==> config.mk <==
export PLATFORM = sky130hd
export DESIGN_NAME = c_rot_rr_sched_flat
export DESIGN_NICKNAME = d
export VERILOG_FILES = /design/src/rtl/c_rot_rr_sched_if.sv /design/src/rtl/c_rot_rr_sched.sv /design/src/flat_wrapper.sv
export SDC_FILE = /design/constraint.sdc
export NUM_CORES = 1
export LEC_CHECK = 0
export ABC_AREA = 1
export CORE_MARGIN = 2
export CORE_UTILIZATION = 58
export DETAILED_ROUTE_END_ITERATION = 8
export PLACE_DENSITY = 0.94
export SETUP_SLACK_MARGIN = 0.1
export SLEW_MARGIN = 20
export SYNTH_ARGS = -nofsm -noshare
export SYNTH_HDL_FRONTEND = slang
export SYNTH_SLANG_ARGS = --single-unit
==> constraint.sdc <==
create_clock -name clk -period 5.33 [get_ports clk]
set_input_delay 1.066 -clock clk [delete_from_list [all_inputs] [get_ports clk]]
set_output_delay 1.066 -clock clk [all_outputs]
set_load 0.01 [all_outputs]
==> src/rtl/c_rot_rr_sched_if.sv <==
// Requester-side bundle for c_rot_rr_sched: request/release inputs, registered
// grant outputs, and debug taps exposing FSM state, priority pointer and hold count.
interface c_rot_rr_sched_if #(
  parameter int num_ports = 8,
  parameter int max_hold  = 16
);
  localparam int IDX_W  = (num_ports > 1) ? $clog2(num_ports) : 1;
  localparam int HOLD_W = (max_hold > 0) ? $clog2(max_hold + 1) : 1;

  // Handshake: a requester holds req[i] high until it sees gnt[i]; ownership
  // lasts while gnt_valid=1 and ends on the edge after release_gnt=1 (sampled
  // only in OWNED with active=1) or on a forced end flagged by timeout.
  logic                   active;
  logic [0:num_ports-1]   req;
  logic                   release_gnt;
  logic [0:num_ports-1]   gnt;
  logic [IDX_W-1:0]       gnt_idx;
  logic                   gnt_valid;
  logic                   timeout;
  logic                   dbg_state;
  logic [IDX_W-1:0]       dbg_prio_ptr;
  logic [HOLD_W-1:0]      dbg_hold_cnt;

  modport master (
    output active, req, release_gnt,
    input  gnt, gnt_idx, gnt_valid, timeout, dbg_state, dbg_prio_ptr, dbg_hold_cnt
  );

  modport slave (
    input  active, req, release_gnt,
    output gnt, gnt_idx, gnt_valid, timeout, dbg_state, dbg_prio_ptr, dbg_hold_cnt
  );
endinterface

==> src/rtl/c_rot_rr_sched.sv <==
// Round-robin scheduler with multi-cycle ownership: rotating-pointer priority,
// registered one-hot grant held until release or hold timeout.
module c_rot_rr_sched #(
  parameter int num_ports = 8,
  parameter int max_hold  = 16
) (
  input  logic               clk,
  input  logic               reset,
  c_rot_rr_sched_if.slave    bus
);
  localparam int IDX_W  = (num_ports > 1) ? $clog2(num_ports) : 1;
  localparam int HOLD_W = (max_hold > 0) ? $clog2(max_hold + 1) : 1;
  localparam logic [HOLD_W-1:0] HOLD_LAST = (max_hold > 0) ? HOLD_W'(max_hold - 1) : '0;
  localparam logic [IDX_W-1:0]  LAST_PORT = IDX_W'(num_ports - 1);

  typedef enum logic {IDLE = 1'b0, OWNED = 1'b1} state_t;

  state_t               state_q, state_d;
  logic [IDX_W-1:0]     prio_ptr, ptr_d;
  logic [IDX_W-1:0]     gnt_idx_q, idx_d;
  logic [HOLD_W-1:0]    hold_cnt, hold_d;
  logic [0:num_ports-1] gnt_q, gnt_d;
  logic                 valid_q, valid_d;
  logic                 timeout_q, timeout_d;

  logic                 hold_expired;
  logic                 end_grant;
  logic [IDX_W-1:0]     next_ptr;
  logic [IDX_W-1:0]     sel_ptr;
  logic                 found;
  logic [IDX_W-1:0]     win;
  int                   cand;

  // On a grant end the search already uses the post-release pointer, so the
  // next owner is granted on the same edge with no idle bubble.
  always_comb begin
    hold_expired = (max_hold > 0) && (hold_cnt == HOLD_LAST);
    end_grant    = (state_q == OWNED) && (bus.release_gnt || hold_expired);
    next_ptr     = (gnt_idx_q == LAST_PORT) ? '0 : gnt_idx_q + IDX_W'(1);
    sel_ptr      = end_grant ? next_ptr : prio_ptr;
    found        = 1'b0;
    win          = '0;
    cand         = 0;
    for (int k = 0; k < num_ports; k++) begin
      cand = int'(sel_ptr) + k;
      if (cand >= num_ports) cand = cand - num_ports;
      if (!found && bus.req[IDX_W'(cand)]) begin
        found = 1'b1;
        win   = IDX_W'(cand);
      end
    end
  end

  always_comb begin
    state_d   = state_q;
    ptr_d     = prio_ptr;
    idx_d     = gnt_idx_q;
    hold_d    = hold_cnt;
    gnt_d     = gnt_q;
    valid_d   = valid_q;
    timeout_d = 1'b0;
    case (state_q)
      IDLE: begin
        if (found) begin
          state_d    = OWNED;
          idx_d      = win;
          gnt_d      = '0;
          gnt_d[win] = 1'b1;
          valid_d    = 1'b1;
          hold_d     = '0;
        end
      end
      OWNED: begin
        if (end_grant) begin
          ptr_d     = next_ptr;
          timeout_d = !bus.release_gnt;
          hold_d    = '0;
          if (found) begin
            idx_d      = win;
            gnt_d      = '0;
            gnt_d[win] = 1'b1;
          end else begin
            state_d = IDLE;
            gnt_d   = '0;
            valid_d = 1'b0;
          end
        end else if (hold_cnt != '1) begin
          hold_d = hold_cnt + HOLD_W'(1);
        end
      end
      default: state_d = IDLE;
    endcase
  end

  always_ff @(posedge clk or posedge reset) begin
    if (reset) begin
      state_q   <= IDLE;
      prio_ptr  <= '0;
      gnt_idx_q <= '0;
      hold_cnt  <= '0;
      gnt_q     <= '0;
      valid_q   <= 1'b0;
      timeout_q <= 1'b0;
    end else if (bus.active) begin
      state_q   <= state_d;
      prio_ptr  <= ptr_d;
      gnt_idx_q <= idx_d;
      hold_cnt  <= hold_d;
      gnt_q     <= gnt_d;
      valid_q   <= valid_d;
      timeout_q <= timeout_d;
    end
  end

  assign bus.gnt          = gnt_q;
  assign bus.gnt_idx      = gnt_idx_q;
  assign bus.gnt_valid    = valid_q;
  assign bus.timeout      = timeout_q;
  assign bus.dbg_state    = (state_q == OWNED);
  assign bus.dbg_prio_ptr = prio_ptr;
  assign bus.dbg_hold_cnt = hold_cnt;
endmodule

==> src/flat_wrapper.sv <==
// flat-port wrapper written by rule: the top's interface ports become plain ports
module c_rot_rr_sched_flat 
#(
  parameter int num_ports = 8,
  parameter int max_hold  = 16
)
  (clk, reset, bus_active, bus_req, bus_release_gnt, bus_gnt, bus_gnt_idx, bus_gnt_valid, bus_timeout, bus_dbg_state, bus_dbg_prio_ptr, bus_dbg_hold_cnt);
  c_rot_rr_sched_if #(.num_ports(num_ports), .max_hold(max_hold)) bus_i ();
  input  logic clk;
  input  logic reset;
  input wire logic [$bits(bus_i.active)-1:0] bus_active;
  input wire logic [$bits(bus_i.req)-1:0] bus_req;
  input wire logic [$bits(bus_i.release_gnt)-1:0] bus_release_gnt;
  output wire logic [$bits(bus_i.gnt)-1:0] bus_gnt;
  output wire logic [$bits(bus_i.gnt_idx)-1:0] bus_gnt_idx;
  output wire logic [$bits(bus_i.gnt_valid)-1:0] bus_gnt_valid;
  output wire logic [$bits(bus_i.timeout)-1:0] bus_timeout;
  output wire logic [$bits(bus_i.dbg_state)-1:0] bus_dbg_state;
  output wire logic [$bits(bus_i.dbg_prio_ptr)-1:0] bus_dbg_prio_ptr;
  output wire logic [$bits(bus_i.dbg_hold_cnt)-1:0] bus_dbg_hold_cnt;
  assign bus_i.active = bus_active;
  assign bus_i.req = bus_req;
  assign bus_i.release_gnt = bus_release_gnt;
  assign bus_gnt = bus_i.gnt;
  assign bus_gnt_idx = bus_i.gnt_idx;
  assign bus_gnt_valid = bus_i.gnt_valid;
  assign bus_timeout = bus_i.timeout;
  assign bus_dbg_state = bus_i.dbg_state;
  assign bus_dbg_prio_ptr = bus_i.dbg_prio_ptr;
  assign bus_dbg_hold_cnt = bus_i.dbg_hold_cnt;
  c_rot_rr_sched #(.num_ports(num_ports), .max_hold(max_hold)) u_core (.clk(clk), .reset(reset), .bus(bus_i));
endmodule
==> results of run 1 <==
-- metrics by stage --
stage,cell area (um^2),instances
after floorplan,2126,319
after global placement,2454,392
after detailed placement,2454,392
after CTS,2506,396
after global routing,2506,396
final,2506,396
-- report_power, final --
group          switching, W  internal, W
Clock             0.0000541    0.0000761
Sequential        0.0000374     0.000209
Combinational      0.000765     0.000393
Total              0.000856     0.000678
-- cell families after synthesis --
| family | count (synthesis) | synth area share (%) |
|---|---|---|
| DFF | 22 | 25.90 |
| AOI/OAI and AO/OA | 22 | 5.827 |
| xor gates and xnor gates | 2 | 1.707 |
| and+or+nand+nor | 219 | 52.38 |
| buffers and inverters | 47 | 10.06 |
| adders and majority gates | 7 | 4.120 |
-- synthesized netlist by cell type --
cell type and count:
or2_2 1, nor3_1 1, nor2_4 2, nand2_1 118
nand4_4 1, nor4_1 1, buf_6 2, dfrtp_1 22
nor2_1 16, nand3_4 2, a21oi_1 2, o21ai_4 1
buf_4 3, nand3b_1 2, o21ai_1 7, buf_8 1
nand2_4 5, nand2_2 19, xor2_4 1, nand3_1 35
ha_1 7, nand4_1 3, o21ai_0 11, xnor2_1 1
o31ai_1 1, nand3_2 13, inv_1 33, inv_2 8
-- layer usage --
| layer | share of wire, % | track usage, % | up-vias |
|---|---|---|---|
| li1 | - | - | 1072 |
| met1 | 45 | 33.67 | 947 |
| met2 | 50 | 48.31 | 45 |
| met3 | 3.4 | 1.910 | 6 |
| met4 | 0.83 | 4.255 | 0 |
| met5 | 0 | 0 | - |
-- worst min path at each step --
| stage | startpoint | cells after the start | endpoint | slack [ns] |
|---|---|---|---|---|
| 6_report | u_core.bus.gnt[0] | 2 | u_core.bus.gnt[0] | 0.51 |
| 5_1_grt | u_core.bus.gnt[0] | 2 | u_core.bus.gnt[0] | 0.53 |
| 4_1_cts | u_core.bus.gnt[0] | 2 | u_core.bus.gnt[0] | 0.50 |
| 3_5_place_dp | u_core.bus.gnt[0] | 2 | u_core.bus.gnt[0] | 0.46 |
| 3_3_place_gp | u_core.bus.timeout | 2 | u_core.bus.timeout | 0.47 |
| 2_1_floorplan | u_core.bus.timeout | 2 | u_core.bus.timeout | 0.51 |
-- flip-flops by register name (all words and copies together), names as in the netlist --
register,cells
u_core.bus.dbg_state,1
u_core.bus.dbg_prio_ptr,3
u_core.bus.gnt_valid,1
u_core.bus.timeout,1
u_core.bus.dbg_hold_cnt,5
u_core.bus.gnt,8
u_core.bus.gnt_idx,3
-- tightest hold or removal path: cells and delay by family (launching register included) --
kind / cells / cell delay [ns]
simple gates: 2 / 0.11
flops: 1 / 0.37
-- final cells by class --
cell class              instances  area share, %
flip-flops and latches         22          21.97
inverters                      41          6.141
well taps                      46          2.297
multi-input cells             250          54.32
clock buffers                   3         0.8987
clock inverters                 1          1.198
repair buffers                 33          13.18
==> results by group, run 1 <==
Critical path
  – R2r setup slk: 1.49 ns
  – Critical Path Source: bus_release_gnt
  – Reg2reg path depth: 23
  – Setup crit end kind: flip-flop
  – Slowest cell on crit path: clkdlybuf4s50_1
  – Cell-by-cell trace of the critical path: clkdlybuf4s50_1 > inv_1 > nand2_4 > nand3_1 > nand2_1 > ha_1 > inv_1 > nand3_1 > nand3_1 > nand2_2 > nor2_4 > nand4_4 > nor2_4 > nand3_2 > nand2_2 > inv_2 > nand3_4 > inv_2 > nand2_1 > nand2_1
  – WP depth: 20
  – Crit path to: u_core.bus.gnt[1]
  – Crit start category: primary input
  – Req. time, crit path: 5.55 ns
  – R2r startpoint: u_core.bus.dbg_hold_cnt[0]
  – Worst reg2reg endpoint: u_core.bus.gnt[1]
  – WS Path Type: in2reg
  – Crit path max-delay family: simple AND/OR/NAND/NOR gates
  – CP Data Arrival Time: 4.19 ns
  – Crit path max fanout: 11
  – Slowest Stage Delay on Critical Path: 0.55 ns
  – Critical path buffers and inverters: 5

Global route
  – First-pass GRT wire length: 8.714 mm
  – Initial antenna violation count: 0
  – Vias in the first global route: 1948
  – All-Layer GR Usage: 26.05%
  – GRT Residual Overflow: 0
  – Pin count of the biggest net entering global routing: 23

Flow run
  – Max Cap Violations: 0

Final layout
  – Multi-input logic area: 0.001361 mm^2
  – Most common library cell in the layout ignoring fill and taps: nand2_1
  – Fill count: 277
  – Post-Route Utilization: 73.37%
  – FF+latch area: 550.5 um^2
  – Layout area overhead: 17.89%
  – Layout Nets: 370
  – Layout cells sized above 1: 16.29%
  – Ant. Diodes: 0
  – Most frequent cells in the layout: nand2_1, nand3_1, inv_1, clkdlybuf4s50_1, dfrtp_1

Clock tree
  – Clock buffer depth: 2
  – CTS root buffer: clkbuf_4
  – Clock Latency Late Sink: 0.32 ns
  – CTS Buf Count: 3
  – Setup Fix Bufs, Post-CTS: 0
  – CTS tree: yes
  – CTS Hold Bufs: 0
  – Resize count post-CTS: 0
  – H-tree levels: 1
  – Clock transition at the registers of the reported paths: 0.13 ns
  – CTS sink cnt: 22

Detailed routing
  – Antenna-violating nets left: 0
  – Iter 0 DRT Violations: 139
  – Via Count: 2070
  – Vias/cell: 5.227
  – Initial DRT Pass Iterations: 4
  – Residual DRC count: 0
  – WL final: 5.076 mm
  – WL/cell: 12.82 um

Timing
  – # setup viols final: 0
  – Fin. max-slew vios: 0
  – TNS Setup: 0 ns
  – Fin Hold WS: 0.5064 ns
  – Final min period: 3.969 ns
  – Fmax achieved: 0.2519 GHz
  – Final Skew: 0.007722 ns
  – Tcrit/Tclk final: 74.47%
  – Post-route setup slack: 1.361 ns
  – Worst-margin pin slew: 0.8202 ns
  – Slew HR: 45.26%
  – Final hold vios: 0
  – RSZ-0062 raised after global routing: false

Placement
  – Worst slack, placed: 1.053 ns
  – IO buf count: 33
  – GPL Wtd Cong: 0.9061
  – HPWL after DPL: 3.996 mm

Die
  – Die Y: 64.54 um
  – # rows: 21
  – Core area: 0.003416 mm^2
  – Die area: 0.004165 mm^2
  – Chip width: 64.54 um
  – # IOs: 34
  – Starting Density: 62.23%

Synth
  – Post-synth top area share: 25.90%
  – Post-synth cell types: 28
  – Register area share after synthesis: 25.90%
  – Area leader, netlist: dfrtp_1
  – Yosys warnings: 0
  – Syn Nets: 338
  – Mean Syn Cell Area: 6.664 um^2
  – Syn Inst Count: 319
  – Synth top area cells: dfrtp_1, nand2_1, nand3_1, nand3_2, inv_1
  – Cell Area, Synth: 0.002126 mm^2
  – FF+latch count, synth: 22

Power
  – Max VDD drop: 0.3609 mV
  – Cell Pwr Density: 612.2 mW/mm^2
  – Total power: 0.001534 W
  – Leak: 1.306 nW

Run status
  – Status: completed

Worst hold path
  – Worst hold path type: reg2reg
(Power assumes the default switching activity.)
==> inputs of run 2 (changes only) <==
--- a/config.mk
+++ b/config.mk
@@ -7,9 +7,9 @@
 export LEC_CHECK = 0
 export ABC_AREA = 1
 export CORE_MARGIN = 2
-export CORE_UTILIZATION = 58
+export CORE_UTILIZATION = 54
 export DETAILED_ROUTE_END_ITERATION = 8
-export PLACE_DENSITY = 0.94
+export PLACE_DENSITY = 0.89
 export SETUP_SLACK_MARGIN = 0.1
 export SLEW_MARGIN = 20
 export SYNTH_ARGS = -nofsm -noshare
==> constraint.sdc (replaced) <==
create_clock -name clk -period 3.7 [get_ports clk]
set_input_delay 0.74 -clock clk [delete_from_list [all_inputs] [get_ports clk]]
set_output_delay 0.74 -clock clk [all_outputs]
set_load 0.01 [all_outputs]
==> results by group, run 2 (same netlist as run 1, synthesis figures left out) <==
Die
  – Die Y: 66.74 um
  – Chip width: 66.74 um
  – Die area: 0.004454 mm^2
  – Starting Density: 57.21%
  – # rows: 22
  – Core area: 0.003716 mm^2
  – # IOs: 34

Clock tree
  – Clock buffer depth: 2
  – Clock transition at the registers of the reported paths: 0.08 ns
  – H-tree levels: 1
  – CTS Hold Bufs: 0
  – CTS Buf Count: 3
  – Clock Latency Late Sink: 0.26 ns
  – CTS root buffer: clkbuf_8
  – CTS tree: yes
  – CTS sink cnt: 22

Critical path
  – WS Path Type: reg2reg
  – R2r setup slk: 0.37 ns
  – Setup crit end kind: flip-flop
  – Reg2reg path depth: 23
  – Slowest cell on crit path: dfrtp_1
  – Crit path max fanout: 8
  – Crit path max-delay family: simple AND/OR/NAND/NOR gates
  – CP dominant cell by count: inv_2
  – Cell-by-cell trace of the critical path: ha_1 > nand2_1 > nor2_2 > ha_2 > inv_2 > nand2_4 > nand3_4 > nand2_4 > ha_1 > inv_2 > nand3_1 > nand3_1 > nand2_2 > nor2_4 > nand4_4 > nor2_4 > nand3_2 > inv_2 > nand2_2 > nand2_4 > inv_2 > nand3b_1 > nand2_1
  – Req. time, crit path: 3.86 ns
  – Slowest Stage Delay on Critical Path: 0.40 ns
  – Worst reg2reg endpoint: u_core.bus.dbg_hold_cnt[4]
  – R2r startpoint: u_core.bus.dbg_hold_cnt[1]
  – Critical path buffers and inverters: 4
  – Crit start category: flip-flop
  – CP Data Arrival Time: 3.49 ns

Global route
  – Initial antenna violation count: 0
  – GRT Residual Overflow: 0
  – Pin count of the biggest net entering global routing: 23
  – All-Layer GR Usage: 26.30%
  – First-pass GRT wire length: 9.052 mm
  – Vias in the first global route: 2057

Detailed routing
  – WL final: 5.557 mm
  – Residual DRC count: 0
  – WL/cell: 13.62 um
  – Vias/cell: 5.412
  – Initial DRT Pass Iterations: 4
  – Iter 0 DRT Violations: 253
  – Antenna-violating nets left: 0
  – Via Count: 2208

Placement
  – IO buf count: 33
  – HPWL after DPL: 4.176 mm
  – Cell Area, Placed: 0.002509 mm^2
  – GPL Wtd Cong: 0.9537

Timing
  – Worst-margin pin slew: 0.8347 ns
  – RSZ-0062 raised after global routing: false
  – # setup viols final: 0
  – Final hold vios: 0
  – Fin. max-slew vios: 0
  – Fmax achieved: 0.3000 GHz
  – Final min period: 3.334 ns
  – Final Skew: 0.003471 ns
  – Tcrit/Tclk final: 90.10%
  – Slew HR: 44.30%
  – TNS Setup: 0 ns

Flow run
  – Max Cap Violations: 0

Final layout
  – Ant. Diodes: 0
  – Most frequent cells in the layout: nand2_1, nand3_1, clkdlybuf4s50_1, inv_1, dfrtp_1
  – Layout area overhead: 22.25%
  – Layout Nets: 380
  – Layout cells sized above 1: 20.00%
  – Post-Layout Inst Area: 0.002599 mm^2
  – Largest register FFs: 8
  – Most common library cell in the layout ignoring fill and taps: nand2_1
  – Fill count: 327

Worst hold path
  – Hold Path End: u_core.bus.timeout
  – Worst hold path startpoint: u_core.bus.timeout
  – Worst Hold Depth: 2
  – Worst hold path type: reg2reg

Power
  – Leak: 1.355 nW
  – Cell Pwr Density: 895.5 mW/mm^2
  – Max VDD drop: 0.5225 mV

Run status
  – Status: completed
==> run 2: cell count changes in the layout (fill, tap and decap cells not counted), sizes merged <==
| cell | delta |
|---|---|
| bufinv | -1 |
| clkbuf | +1 |
| buf | +10 |
==> run 2: worst max path at each step <==
stage	startpoint	to	cells after the start
2_1_floorplan	u_core.bus.dbg_hold_cnt[0]	u_core.bus.gnt[5]	24
3_3_place_gp	bus_release_gnt	u_core.bus.gnt[5]	20
3_5_place_dp	bus_release_gnt	u_core.bus.dbg_hold_cnt[4]	20
4_1_cts	u_core.bus.dbg_hold_cnt[0]	u_core.bus.dbg_hold_cnt[4]	23
5_1_grt	u_core.bus.dbg_hold_cnt[1]	u_core.bus.dbg_hold_cnt[4]	23
6_report	u_core.bus.dbg_hold_cnt[1]	u_core.bus.dbg_hold_cnt[4]	23
==> run 2: where the power goes <==
part / total, W / switching [W] / internal (W)
Sequential: 0.000356 / 0.0000543 / 0.000302
Clock: 0.000174 / 0.0000792 / 0.0000949
Combinational: 0.00180 / 0.00114 / 0.000655
Total: 0.00233 / 0.00128 / 0.00105
==> run 2: per-layer routing <==
metal	global-route usage, %	wire, um
met2	48.38	2737
met3	0.8446	333
met1	32.34	2336
met4	9.949	150
met5	0	0
==> run 2: through the flow <==
step	utilization (%)	std cells	setup WS (ns)	total power, W	hold slack [ns]
floorplan	-	319	0.5390	0.001653	0.5148
global placement	67.51	401	0.2603	0.002065	0.4742
detailed placement	67.51	401	0.1514	0.002096	0.4743
CTS	68.99	405	0.3541	0.002280	0.5011
global route	69.93	408	0.04911	0.002551	0.5254
finish	69.93	408	0.3663	0.002327	0.4966
==> run 2: tightest hold or removal path, cell delays in order, from the launching register on <==
cell	delay (ns)
dfrtp_1	0.35
nand2_1	0.05
o31ai_1	0.06
==> run 2: area by class of cell <==
class                      instances  area (um^2)  share of cell area, %
tap                               48        60.06                  2.311
multi-input combinational        250         1374                  52.86
sequential                        22        550.5                  21.18
inverter                          41        153.9                  5.922
clock buffer                       4        55.05                  2.118
timing repair buffer              43        405.4                  15.60
==> run 2: repair_timing <==
item                       4_1_cts  5_1_grt
buffers inserted                 0        3
setup endpoints to repair        0       18
resized for setup                0        6
hold endpoints to repair         0        0
